File: src/rtl/led_matrix_scan.sv
`default_nettype none
// ==== led_matrix_scan : row-multiplexed LED matrix driver with per-LED blink modes, ====
// ==== global PWM brightness and inter-row blanking                        -- rev 1.0 ====
module led_matrix_scan #(
  parameter int N_ROWS      = 4,
  parameter int N_COLS      = 4,
  parameter int ROW_TICKS   = 1024,
  parameter int BLANK_TICKS = 16,
  parameter int PWM_BITS    = 4,
  parameter int SLOW_DIV    = 23,
  parameter int FAST_DIV    = 21
) (
  input  logic                                  clk,
  input  logic                                  resetn,
  input  logic                                  enable,
  input  logic                                  wr_en,
  input  logic [$clog2(N_ROWS*N_COLS)-1:0]      wr_addr,
  input  logic [1:0]                            wr_data,
  input  logic [PWM_BITS-1:0]                   brightness,
  output logic [N_ROWS-1:0]                     aled,
  output logic [N_COLS-1:0]                     kled_oe,
  output logic                                  frame_start
);

  localparam int N_LEDS = N_ROWS * N_COLS;
  localparam int AW     = $clog2(N_LEDS);
  localparam int RW     = (N_ROWS > 1) ? $clog2(N_ROWS) : 1;
  localparam int TMAX   = (ROW_TICKS > BLANK_TICKS) ? ROW_TICKS : BLANK_TICKS;
  localparam int TW     = (TMAX > 1) ? $clog2(TMAX) : 1;

  localparam logic [TW-1:0] ROW_LAST   = TW'(ROW_TICKS - 1);
  localparam logic [TW-1:0] BLANK_LAST = TW'(BLANK_TICKS - 1);
  localparam logic [RW-1:0] ROW_MAX    = RW'(N_ROWS - 1);
  localparam logic [AW:0]   N_LEDS_W   = (AW+1)'(N_LEDS);

  typedef enum logic [1:0] {
    IDLE  = 2'd0,
    BLANK = 2'd1,
    ON    = 2'd2
  } state_t;

  state_t          state, state_nx;
  logic [RW-1:0]   row, row_nx;
  logic [TW-1:0]   tick, tick_nx;
  logic [SLOW_DIV-1:0] blink_cnt;
  logic [1:0]      mode_ram [N_LEDS];

  // ---------------- scan sequencer ----------------
  always_ff @(posedge clk or negedge resetn) begin
    if (!resetn) begin
      state <= IDLE;
      row   <= '0;
      tick  <= '0;
    end else begin
      state <= state_nx;
      row   <= row_nx;
      tick  <= tick_nx;
    end
  end

  always_comb begin
    state_nx = state;
    row_nx   = row;
    tick_nx  = tick;
    if (!enable) begin
      state_nx = IDLE;
      row_nx   = '0;
      tick_nx  = '0;
    end else begin
      case (state)
        IDLE: begin
          state_nx = BLANK;
          row_nx   = '0;
          tick_nx  = '0;
        end
        BLANK: begin
          if (tick == BLANK_LAST) begin
            state_nx = ON;
            tick_nx  = '0;
          end else begin
            tick_nx = tick + TW'(1);
          end
        end
        ON: begin
          if (tick == ROW_LAST) begin
            state_nx = BLANK;
            tick_nx  = '0;
            row_nx   = (row == ROW_MAX) ? '0 : row + RW'(1);
          end else begin
            tick_nx = tick + TW'(1);
          end
        end
        default: begin
          state_nx = IDLE;
          row_nx   = '0;
          tick_nx  = '0;
        end
      endcase
    end
  end

  // Blink timebase runs regardless of enable so blink phase is tied to reset only.
  always_ff @(posedge clk or negedge resetn) begin
    if (!resetn) begin
      blink_cnt <= '0;
    end else begin
      blink_cnt <= blink_cnt + SLOW_DIV'(1);
    end
  end

  // ---------------- mode RAM ----------------
  logic wr_ok;
  assign wr_ok = wr_en && ({1'b0, wr_addr} < N_LEDS_W);

  always_ff @(posedge clk or negedge resetn) begin
    if (!resetn) begin
      for (int i = 0; i < N_LEDS; i++) begin
        mode_ram[i] <= 2'b00;
      end
    end else if (wr_ok) begin
      mode_ram[wr_addr] <= wr_data;
    end
  end

  // ---------------- column drive ----------------
  logic              blink_slow, blink_fast, pwm_on;
  logic [AW-1:0]     row_base;
  logic [N_COLS-1:0] lit;

  assign blink_slow = blink_cnt[SLOW_DIV-1];
  assign blink_fast = blink_cnt[FAST_DIV-1];
  assign pwm_on     = (brightness == {PWM_BITS{1'b1}}) ||
                      (tick[PWM_BITS-1:0] < brightness);
  assign row_base   = AW'(32'(row) * N_COLS);

  for (genvar c = 0; c < N_COLS; c++) begin : g_col
    logic [1:0] mode;
    assign mode   = mode_ram[row_base + AW'(c)];
    assign lit[c] = pwm_on && ((mode == 2'b01) ||
                               ((mode == 2'b10) && blink_slow) ||
                               ((mode == 2'b11) && blink_fast));
  end

  // Output decode is gated by enable so a drop blanks the pads on the very next edge.
  logic [N_ROWS-1:0] aled_d;
  logic [N_COLS-1:0] kled_d;
  logic              frame_d;

  always_comb begin
    aled_d  = '0;
    kled_d  = '0;
    frame_d = 1'b0;
    if (enable) begin
      if ((state == BLANK) && (row == '0) && (tick == '0)) begin
        frame_d = 1'b1;
      end
      if (state == ON) begin
        aled_d[row] = 1'b1;
        kled_d      = lit;
      end
    end
  end

  always_ff @(posedge clk or negedge resetn) begin
    if (!resetn) begin
      aled        <= '0;
      kled_oe     <= '0;
      frame_start <= 1'b0;
    end else begin
      aled        <= aled_d;
      kled_oe     <= kled_d;
      frame_start <= frame_d;
    end
  end

endmodule
`default_nettype wire
File: config.mk
export PLATFORM = sky130hd
export DESIGN_NAME = led_matrix_scan
export DESIGN_NICKNAME = d
export VERILOG_FILES = /design/src/rtl/led_matrix_scan.sv
export SDC_FILE = /design/constraint.sdc
export NUM_CORES = 1
export LEC_CHECK = 0
export CORE_MARGIN = 8
export CORE_UTILIZATION = 42
export DETAILED_ROUTE_END_ITERATION = 6
export PLACE_DENSITY_LB_ADDON = 0.08
export SETUP_SLACK_MARGIN = 0.05
export SLEW_MARGIN = 30
export SYNTH_ARGS = -nofsm -noshare
export SYNTH_HDL_FRONTEND = slang
export SYNTH_SLANG_ARGS = --single-unit
File: constraint.sdc
create_clock -name clk -period 1.9 [get_ports clk]
set_input_delay 0.38 -clock clk [delete_from_list [all_inputs] [get_ports clk]]
set_output_delay 0.38 -clock clk [all_outputs]
set_load 0.02 [all_outputs]
# Word level (Yosys, flattened, before mapping)
# Index checks and enable logic that the tools add are counted.
dict set report totals {
  latchBits 0
  rom_bits 0
  regBits 78
  ram_bits 0
  in_bits 14
  memories 0
}
dict set report op_classes {
  n_addsub 6
  n_eq_ne 21
  magnitude_cmp 9
  n_mul 0
  n_reduce_logical 30
  n_bitwise 5
  n_mux 35
  n_div 0
  n_shift 0
}
# cell count
set op_table {}
lappend op_table {{binary-select mux 2 bit (select 4 bit)} 4}
lappend op_table {{bitwise mux 32 bit} 1}
lappend op_table {{two-way mux 10 bit} 3}
lappend op_table {{two-way mux 2 bit} 15}
lappend op_table {{>= comparator 5 bit, second input constant} 5}
lappend op_table {{inverter 4 -> 5 bit} 5}
lappend op_table {{adder 23 x 1 -> 23 bit, second input constant} 1}
lappend op_table {{equality test 2 bit, second input constant} 10}
lappend op_table {{one-hot mux 10 bit (2 select lines)} 1}
lappend op_table {{logical AND 1 bit} 16}
lappend op_table {{two-way mux 4 bit} 4}
lappend op_table {{adder 10 x 1 -> 10 bit, second input constant} 1}
lappend op_table {{equality test 10 bit, second input constant} 1}
lappend op_table {{equality test 10 x 4 -> 1 bit, second input constant} 1}
lappend op_table {{equality test 2 x 1 -> 1 bit, second input constant} 5}
lappend op_table {{logical NOT 10 bit} 1}
lappend op_table {{logical OR 1 bit} 9}
lappend op_table {{adder 4 x 2 -> 4 bit, second input constant} 2}
lappend op_table {{demux 2 bit (select 4 bit)} 1}
lappend op_table {{inequality test 3 bit, second input constant} 2}
lappend op_table {{one-hot mux 2 bit (3 select lines)} 1}
lappend op_table {{less-than comparator 5 x 1 -> 1 bit, second input constant} 1}
lappend op_table {{adder 4 x 1 -> 4 bit, second input constant} 1}
lappend op_table {{equality test 4 bit, second input constant} 1}
lappend op_table {{other kinds (10)} 14}

# Depth between registers and ports, before layout
# Gate-level depths: netlist of run 1.
dict set report depth {
  depth_word 12
  mapped_depth 7
  mapped_depth_nobuf 6
}

# Least setup slack after synthesis of run 1
# OpenSTA, ideal clock, no wires.
dict set report synth_timing {
  kind {register to register}
  start {register tick[4]}
  end {register tick[2]}
  period_less_slack_ns 1.559
  path_slack_ns 0.341
  t_required_ns 1.780
  stages_incl_launch_ff 5
  arrival_time_ns 1.439
  setup_time_ns 0.120
  path_cell_list {dfrtp_1 > or4_4 > o31ai_4 > a21o_2 > nor2_1}
}
dict set report synth_via {
  elab_chain_cells 4
}
# element line
set synth_lines {}
lappend synth_lines {{start: declaration} 44} ;# logic [TW-1:0] tick, tick_nx;
lappend synth_lines {{start signal: assignment} 57} ;# tick <= tick_nx;
lappend synth_lines {{equality test 10 bit / equality test 10 x 4 -> 1 bit (equally long branches)} {85, 77}}
lappend synth_lines {{two-way mux 10 bit (on tied branches)} {85, 77}}
lappend synth_lines {{one-hot mux 10 bit (2 select lines) (*)} 70} ;# case (state)
lappend synth_lines {{two-way mux 10 bit (*)} 65} ;# if (!enable) begin
lappend synth_lines {{net tick_nx[2]} 44}
# Mark *: on every way through the listed nets, which the timed path passes. The rest lies on a longest branch.
# A chain may end at the register's enable or synchronous reset.

# Worst setup path in the final report of run 1
dict set report layout_timing {
  start {register kled_oe[2]}
  end {output port kled_oe[2]}
}
# element line
set layout_rtl {}
lappend layout_rtl {{start: declaration} 21} ;# output logic [N_COLS-1:0] kled_oe,
lappend layout_rtl {{start signal: assignment} 171} ;# kled_oe <= kled_d;
# No word-level cell between the ends.

==> results of run 1 <==
[power groups by stage]
stage	sequential [µW]	combinational, µW	clock, µW
4_1_cts	1960	715	1090
5_1_grt	1980	790	1160
3_3_place_gp	1980	697	0
2_1_floorplan	1960	474	0
3_5_place_dp	1990	712	0
6_report	1960	700	1060
[sequential cells by signal, indices dropped and copies added (netlist names)]
| name | flops |
|---|---|
| blink_cnt | 23 |
| mode_ram | 32 |
| frame_start | 1 |
| row | 2 |
| kled_oe | 4 |
| state | 2 |
| aled | 4 |
| tick | 10 |
[worst max-delay path by stage]
stage	from	end	slack [ps]	depth (start not counted)
finish	kled_oe[2]	kled_oe[2]	210	1
floorplan	tick[4]	tick[2]	340	4
CTS	kled_oe[2]	kled_oe[2]	170	1
global route	tick[4]	tick[9]	100	4
global placement	brightness[1]	kled_oe[0]	-20	6
detailed placement	brightness[1]	kled_oe[0]	-50	6
[routing by layer]
layer	global-route usage [%]	up-vias	wire (µm)
met5	0	-	0
met3	3.25	11	239
met1	16.7	1194	3620
met2	17.8	35	3160
li1	-	1186	-
met4	5.33	0	130
[area by class of cell]
type                            instances  area [µm²]  area share (%)
Sequential cell                        78        1950            44.4
Timing Repair Buffer                   38         365            8.32
Inverter                               15        56.3            1.28
Clock inverter                          1        7.51           0.171
Clock buffer                           13         149            3.39
Tap cell                              108         135            3.08
Multi-Input combinational cell        214        1730            39.3
[cells in the mapped netlist (5+ instances only)]
cell / n
xnor2_1: 25
nand3b_1: 5
nand2_1: 17
and3_1: 10
ha_1: 14
nand3_1: 18
inv_1: 15
mux4_2: 8
and4_1: 6
dfrtp_1: 78
nor3_1: 5
nor2_1: 24
clkbuf_1: 6
nand4_1: 8
nand2b_1: 7
mux2_2: 32
[cells by family after synthesis]
kind of cell    share of synthesized area, %
fa+ha+maj                               4.61
xor+xnor                                6.69
simple gates                            15.9
flops                                   51.4
mux                                     14.8
compound gates                          3.53
buf+inv                                 3.10
[layout by cell type (no fill, tap or decap), types with 3 or more instances in the layout]
cell             synthesis  routed
dfrtp_1                 78      78
mux2_2                  32      32
nand3b_1                 5       5
xor2_1                   4       4
clkdlybuf4s50_1          0      21
nor3_1                   5       5
and3_1                  10      10
a22oi_1                  4       4
clkbuf_1                 6       3
mux4_2                   8       8
xnor2_1                 25      25
clkbuf_8                 0      10
or3_1                    3       3
nand2_1                 17      17
a211oi_1                 4       4
ha_1                    14      14
buf_4                    2      14
nand3_1                 18      18
inv_1                   15      15
nor2b_1                  4       4
nand4_1                  8       8
nor2_1                  24      24
and4_1                   6       6
nand2b_1                 7       7
[per-stage QoR]
step | hold WS (ps) | setup TNS (ps) | power (µW)
2_1_floorplan | 84.4 | 0 | 2440
3_3_place_gp | 282 | -16.5 | 2680
3_5_place_dp | 280 | -54.5 | 2700
4_1_cts | 439 | 0 | 3760
5_1_grt | 450 | 0 | 3940
6_report | 442 | 0 | 3720
==> flow_summary.json, run 1 <==
{
  "status": "finished, final reports clean",
  "hold_viol_final": 0,
  "htree_num_levels": 3,
  "synth_area_mm2": 0.00380,
  "die_h_um": 111,
  "grt_max_degree": 33,
  "cp_max_fo": 1,
  "tightest_slew_ps": 497,
  "cp_cell_sequence": "clkdlybuf4s50_1",
  "pwr-share-clk_pct": 28.6,
  "yosysWarnings": 0,
  "clock.fmax_mhz": 593,
  "routedWlPerCell_um": 15.3,
  "stdcell_area_mm2": 0.00439,
  "startpoint_type": "register",
  "drv_cap": 0,
  "cp_data_arrival_time_ps": 1310,
  "gr-total-overflow": 0,
  "switching_share_pct": 26.8,
  "io_buffers": 22,
  "cts_buffers": 9,
  "post-place-ws_ps": -54.5,
  "power.switching_uw": 997,
  "drt_iter0_drc": 57,
  "gp_congestion": 0.727,
  "synth_edf_count": 0,
  "ys_seq_area_share_pct": 51.4,
  "coreArea_mm2": 0.00876,
  "leakage_uw": 0.00191,
  "cp_num_buf_inv": 1,
  "final_util_pct": 50.1,
  "cts_tree": "built",
  "n_fill_cell": 805,
  "syn-num-nets": 347,
  "netlist.area_leader.share_pct": 51.4,
  "finalCritPeriodShare_pct": 88.8,
  "finClkSkew_ps": 7.93,
  "required_ps": 1520,
  "rows": 34,
  "worst_r2r_path_depth": 4,
  "r2r_slack_ps": 210,
  "antenna_found_initial": 0,
  "clock_sinks": 78,
  "drt-total-wl_mm": 7.14,
  "cpMaxStageDelayCell": "clkdlybuf4s50_1",
  "dieArea_mm2": 0.0123,
  "start_util_pct": 43.3,
  "diodes": 0,
  "synth_area_leaders": "dfrtp_1 (51%), mux2_2 (9.5%), xnor2_1 (5.8%)",
  "vias": 2426,
  "postSynthAreaPerCell_um2": 11.9,
  "p_int_uw": 2720,
  "hp-class": "primary input to async pin",
  "placed_cell_area_mm2": 0.00423,
  "via_per_inst": 5.19,
  "finalNonFillerCells": 467,
  "synth_area_leader_cell": "dfrtp_1",
  "grtUsageTotal_pct": 12.2,
  "rsz0062_at_grt": "false",
  "setup_slack_ps": 213,
  "maxSlewViolCount": 0,
  "hpwl_mm": 5.24,
  "async_reset_ff_share_pct": 100,
  "power_frac_seq_pct": 52.6,
  "drive_gt1_share_pct": 20.3,
  "path_clk_slew_ps": 80,
  "postCtsSetupRepairBufs": 0,
  "firstDrtPassIters": 4,
  "cts_buffer_depth": 2,
  "combPwrFrac_pct": 18.8,
  "fin_crit_ps": 1690,
  "powerDensity_mw_per_mm2": 847,
  "critPathMaxStageDelay_ps": 620,
  "synth_cell_type_count": 36,
  "cts_resized": 0,
  "grt_pass1_wl_mm": 12.5,
  "drtAntennaViolNets": 0,
  "crit_type": "register to output pin",
  "final_nets": 384,
  "syn2layout_area_growth_pct": 15.7,
  "cpLargestDelayFamily": "buffers and inverters",
  "pin_count": 23,
  "root_buffer": "clkbuf_8",
  "ys.flop_type": "dfrtp_1",
  "hold_buffers": 1,
  "relSlewSlack_pct": 66.9,
  "remaining_drc_errors": 0,
  "setup_violations": 0,
  "rr_endpoint": "tick[2]",
  "ir_drop_v": 0.000370,
  "ys_seq_elements": 78,
  "die_x_um": 111,
  "clk_latency_ps": 350,
  "crit_path_end_kind": "output pin",
  "timing.rr.start": "tick[4]",
  "netlist_instances": 319,
  "grt_pass1_vias": 2466,
  "placedCellCount": 452
}
No activity file was read; power rests on OpenSTA's default activity.
==> inputs of run 2 (changes only) <==
--- a/config.mk
+++ b/config.mk
@@ -10,7 +10,6 @@
 export DETAILED_ROUTE_END_ITERATION = 6
 export PLACE_DENSITY_LB_ADDON = 0.08
 export SETUP_SLACK_MARGIN = 0.05
-export SLEW_MARGIN = 30
 export SYNTH_ARGS = -nofsm -noshare
 export SYNTH_HDL_FRONTEND = slang
 export SYNTH_SLANG_ARGS = --single-unit
==> results of run 2 <==
Same layout as run 1: the final DEF is identical, and so are final timing and power.
